File: src/rtl/delay_pkg.sv
// Shared defaults, the stage record layout and the tap clamp helper for delay_line_pipe.
package delay_pkg;

    localparam int unsigned DEFAULT_WIDTH = 8;
    localparam int unsigned DEFAULT_DEPTH = 4;

    // Stage record as laid out in a default-width build: valid bit above the data.
    typedef struct packed {
        logic                     valid;
        logic [DEFAULT_WIDTH-1:0] data;
    } stage_t;

    // Out-of-range tap requests read the last stage instead.
    function automatic int unsigned clamp_tap(input int unsigned sel, input int unsigned depth);
        return (sel >= depth) ? depth - 1 : sel;
    endfunction

endpackage

File: src/rtl/dff_stage.sv
// One pipeline register: async active-low reset, synchronous clear beating enable.
module dff_stage #(
    parameter int unsigned W = 9
) (
    input  logic         CLK,
    input  logic         n_res,
    input  logic         en,
    input  logic         clr,
    input  logic [W-1:0] d,
    output logic [W-1:0] q
);

    // Register with clear taking priority over load.
    always_ff @(posedge CLK or negedge n_res) begin
        if (!n_res) begin
            q <= '0;
        end else if (clr) begin
            q <= '0;
        end else if (en) begin
            q <= d;
        end
    end

endmodule

File: src/rtl/delay_line_pipe.sv
// Programmable-tap delay line: DEPTH chained stages with valid bits, stall, flush
// and an occupancy counter.
module delay_line_pipe
    import delay_pkg::*;
#(
    parameter int unsigned WIDTH = DEFAULT_WIDTH,
    parameter int unsigned DEPTH = DEFAULT_DEPTH,
    parameter int unsigned SEL_W = (DEPTH > 1) ? $clog2(DEPTH) : 1,
    parameter int unsigned CNT_W = $clog2(DEPTH + 1)
) (
    input  logic             CLK,
    input  logic             n_res,
    input  logic [WIDTH-1:0] D,
    input  logic             v_in,
    input  logic             en,
    input  logic             flush,
    input  logic [SEL_W-1:0] tap_sel,
    output logic [WIDTH-1:0] Q,
    output logic             q_valid,
    output logic             tap_err,
    output logic [CNT_W-1:0] count,
    output logic             empty
);

    typedef struct packed {
        logic             valid;
        logic [WIDTH-1:0] data;
    } rec_t;

    rec_t             stage_q [DEPTH];
    rec_t             stage_in [DEPTH];
    logic [CNT_W-1:0] count_q;
    logic [CNT_W-1:0] count_d;
    int unsigned      tap_idx;

    // Stage 0 takes the input; every later stage takes its predecessor.
    for (genvar k = 0; k < DEPTH; k++) begin : g_stage
        if (k == 0) begin : g_head
            assign stage_in[k] = '{valid: v_in, data: D};
        end else begin : g_body
            assign stage_in[k] = stage_q[k-1];
        end

        dff_stage #(
            .W(WIDTH + 1)
        ) u_stage (
            .CLK  (CLK),
            .n_res(n_res),
            .en   (en),
            .clr  (flush),
            .d    (stage_in[k]),
            .q    (stage_q[k])
        );
    end

    // Occupancy tracks entries in minus entries falling off the end.
    always_comb begin
        count_d = count_q;
        if (flush) begin
            count_d = '0;
        end else if (en) begin
            count_d = count_q + CNT_W'(v_in) - CNT_W'(stage_q[DEPTH-1].valid);
        end
    end

    // Occupancy register.
    always_ff @(posedge CLK or negedge n_res) begin
        if (!n_res) begin
            count_q <= '0;
        end else begin
            count_q <= count_d;
        end
    end

    // Tap mux, clamped to the last stage for out-of-range selects.
    always_comb begin
        tap_idx = clamp_tap(32'(tap_sel), DEPTH);
        Q       = '0;
        q_valid = 1'b0;
        for (int unsigned k = 0; k < DEPTH; k++) begin
            if (tap_idx == k) begin
                Q       = stage_q[k].data;
                q_valid = stage_q[k].valid;
            end
        end
    end

    assign tap_err = (32'(tap_sel) >= DEPTH);
    assign count   = count_q;
    assign empty   = (count_q == '0);

endmodule

File: config.mk
export PLATFORM = sky130hd
export DESIGN_NAME = delay_line_pipe
export DESIGN_NICKNAME = d
export VERILOG_FILES = /design/src/rtl/delay_pkg.sv /design/src/rtl/dff_stage.sv /design/src/rtl/delay_line_pipe.sv
export SDC_FILE = /design/constraint.sdc
export NUM_CORES = 1
export LEC_CHECK = 0
export ABC_AREA = 1
export BUFFER_PORTS_ARGS = -buffer_cell sky130_fd_sc_hd__clkbuf_2
export CAP_MARGIN = 20
export CORE_MARGIN = 4
export CORE_UTILIZATION = 60
export CTS_BUF_LIST = sky130_fd_sc_hd__clkbuf_16
export DETAILED_ROUTE_END_ITERATION = 8
export HOLD_SLACK_MARGIN = 0.05
export PLACE_DENSITY = 0.84
export SETUP_SLACK_MARGIN = 0.5
export SLEW_MARGIN = 20
export SYNTH_ARGS = -nofsm -noshare
export SYNTH_HDL_FRONTEND = slang
export SYNTH_SLANG_ARGS = --single-unit
File: constraint.sdc
create_clock -name CLK -period 3.2 [get_ports CLK]
set_clock_uncertainty 0.15 [all_clocks]
set_input_delay 0.64 -clock CLK [delete_from_list [all_inputs] [get_ports CLK]]
set_output_delay 0.64 -clock CLK [all_outputs]
set_load 0.05 [all_outputs]
==> metrics <==
die height=64.74 um; Reg2Reg Depth=10; status=finished clean; final setup fails=0; FP Rows=20; Net Switching=291.2 uW; Die Width=between 60 and 70 um; P_leak=~1.0 nW; Routed WL per cell=approximately 14 um; die area=approximately 4200 um^2; CTS root buffer=clkbuf_16; FF+latch count, synth=39; sequential cell area=975.9 um^2; Net Count, Synth=around 230; DR vias=around 1500; CTS clk-pin slew, worst paths=around 0.050 ns; PD cells=508.8 nW/um^2; Area growth, synth to finish=13.41%; Setup CP Type=primary input to output pin; Final period util=around 76%; RSZ-0062 raised after global routing=false; pin count of the biggest net entering global routing=40; WP depth=5; detailed router's first-iteration violation count=58; Max Freq=409.4 MHz; Slew @ Worst Pin=approximately 0.96 ns; RePlAce Congestion=0.7265; CP delay by family, top=simple AND/OR/NAND/NOR gates; final hold vios=0; total CTS buffers=5; Final Max Slew Viols=0; initial antenna violation count=0; Yosys warning count=0; Max VDD drop=between 300 and 400 uV; global routing usage on met2=36.14%; setup_tns=0 ns; Placement Setup Slack=between 0.7 and 0.8 ns; max_slew headroom=36.25%; Most common cell on crit path=clkbuf_2; Finished Layout Cells=279; post-CTS sizing=0; worst-path fanout max=9; GRT met1 Usage=between 20% and 30%; fin worst setup slack=approximately 0.76 ns; grt ovf=0; Avg Inst Size Synth=between 9 and 10 um^2; Hold Buf Count CTS=0; library cells used by synthesis=21; Setup crit end kind=output pin; hold depth=2; post-layout minimum cycle time=2.443 ns; Reg power frac=46.5%; Buf/Inv on CP=2; vias per cell=around 5.2; first-pass GRT wire length=approximately 6700 um; type of origin of the critical path=primary input; # diodes=0; share of layout cells above drive strength 1=between 20% and 30%; WP data arrival=~1.7 ns; Seq/Total Area, Yosys=between 50% and 60%; vias in the first global route=around 1500; switching share of power=26.12%; total track usage=between 20% and 30%; r2r setup slk=roughly 1.4 ns; Detailed Place HPWL=2539 um; Port Buffers=27; met3 Track Usage GR=6.412%; Max Cap Viol=0; clk sinks=39; Initial Utilization=between 60% and 70%; Placed Instances=about 270; core area=~3000 um^2; Critical Path Max Stage Delay=between 0.3 and 0.4 ns; Clock Latency Late Sink=approximately 0.28 ns; Worst Hold Class=register to register; Mapped Cells=about 210; area occupied by multi-input gates=about 740 um^2; CP max stage cell=nor2_2; # Post-CTS Setup Buffers=0; Cell Chain, Critical Path=clkbuf_2 > nor2_2 > nand2_1 > nand4_1 > clkbuf_2; Nets=252; DR pass1 iterations=4; cell area after synthesis=about 1900 um^2; Residual DRC=0; Required @ worst endpoint=~2.4 ns; deepest clock path buffer count=2; I/O pin cnt=29; Clk network pwr share=41.0%; Antenna Nets Post-Route=0; fillcell total=between 200 and 300; number of H-tree levels=2; Internal=~800 uW; TritonCTS clock tree=yes; combinational share of power=about 13%; Post-Route WL=3824 um; GRT Max-Usage Layer=met2
[state kept, by name, summed over array words and instances (netlist names)]
signal,flops
count,3
g_stage.u_stage.q,36
[placed cells by master, fill, tap and decap left out, types with 2 or more instances in the layout]
master / netlist / final
clkbuf_2: 0 / 27
o21ai_0: 18 / 18
o22ai_2: 19 / 19
ha_1: 2 / 2
nand3_1: 2 / 2
dfrtp_1: 39 / 39
clkinv_1: 0 / 2
clkbuf_16: 0 / 5
nand4_1: 9 / 9
nand2_1: 62 / 62
inv_1: 33 / 34
nor2_4: 3 / 3
inv_2: 6 / 6
[Yosys cell counts]
cell      count  area share, %
inv_4         1           0.32
clkbuf_4      1           0.39
buf_8         1           0.78
inv_2         6            1.2
nor2_2        1           0.32
nor2_4        3            1.7
fa_1          1            1.0
buf_4         3            1.2
o21ai_1       1           0.26
dfrtp_1      39             51
nand3_1       2           0.52
o22ai_2      19             12
o21ai_0      18            4.7
nand4_1       9            2.9
nand2_1      62             12
inv_1        33            6.4
nand2_4       1           0.58
buf_6         2            1.2
conb_1        1           0.19
nor2_1        1           0.19
ha_1          2            1.3
[metal layers]
layer / vias up / wire length, um
li1: 711 / -
met1: 702 / 1670
met2: 39 / 1921
met3: 5 / 191
met4: 0 / 42
met5: - / 0
[cell type report]
type,count,area share [%]
flip-flops and latches,39,44.55
multi-input cells,121,33.58
inverters,40,6.967
repair buffers,27,6.168
clock buffers,5,5.711
well taps,44,2.513
clock inverters,3,0.5140
[cells by family (layout without fill, tap and decap cells)]
kind of cell | count (synthesis) | count (layout) | synth area share, %
AO/OA/AOI/OAI | 38 | 38 | 17.23
adder cells (fa/ha/maj) | 3 | 3 | 2.331
flip-flops | 39 | 39 | 50.52
AND/OR/NAND/NOR | 79 | 79 | 18.33
other | 1 | 1 | 0.1941
buffers and inverters | 47 | 75 | 11.40
[worst min-delay path, cell delays in order (launching register included)]
cell     delay [ns]
dfrtp_1        0.35
nand2_1        0.05
o21ai_0        0.06
[power groups by stage]
stage | sequential [mW] | combinational (mW) | clock [mW]
after floorplan | 0.533 | 0.0955 | 0
after global placement | 0.526 | 0.138 | 0
after detailed placement | 0.526 | 0.141 | 0
after CTS | 0.518 | 0.142 | 0.464
after global routing | 0.520 | 0.154 | 0.489
final | 0.518 | 0.140 | 0.457
[through the flow]
step                power [mW]  hold WS [ns]  util (%)  instance area [um^2]
floorplan               0.6283        0.1944         -                  1932
global placement        0.6635        0.3163     66.75                  2054
detailed placement      0.6674        0.3273     66.75                  2054
CTS                      1.124        0.3410     71.18                  2191
global route             1.163        0.3629     71.18                  2191
finish                   1.115        0.3390     71.18                  2191
[final timing paths]
check,start,to
worst min register to register,g_stage[3].u_stage.q[2]$_DFFE_PN0P_,g_stage[3].u_stage.q[2]$_DFFE_PN0P_
worst max-delay path,tap_sel[1],Q[3]
worst min-delay path,g_stage[3].u_stage.q[2]$_DFFE_PN0P_,g_stage[3].u_stage.q[2]$_DFFE_PN0P_
min in group asynchronous,n_res,g_stage[2].u_stage.q[1]$_DFFE_PN0P_
max in group asynchronous,n_res,g_stage[2].u_stage.q[6]$_DFFE_PN0P_
worst max register to register,count[0]$_DFFE_PN0P_,count[2]$_DFFE_PN0P_
(Power assumes the default switching activity.)
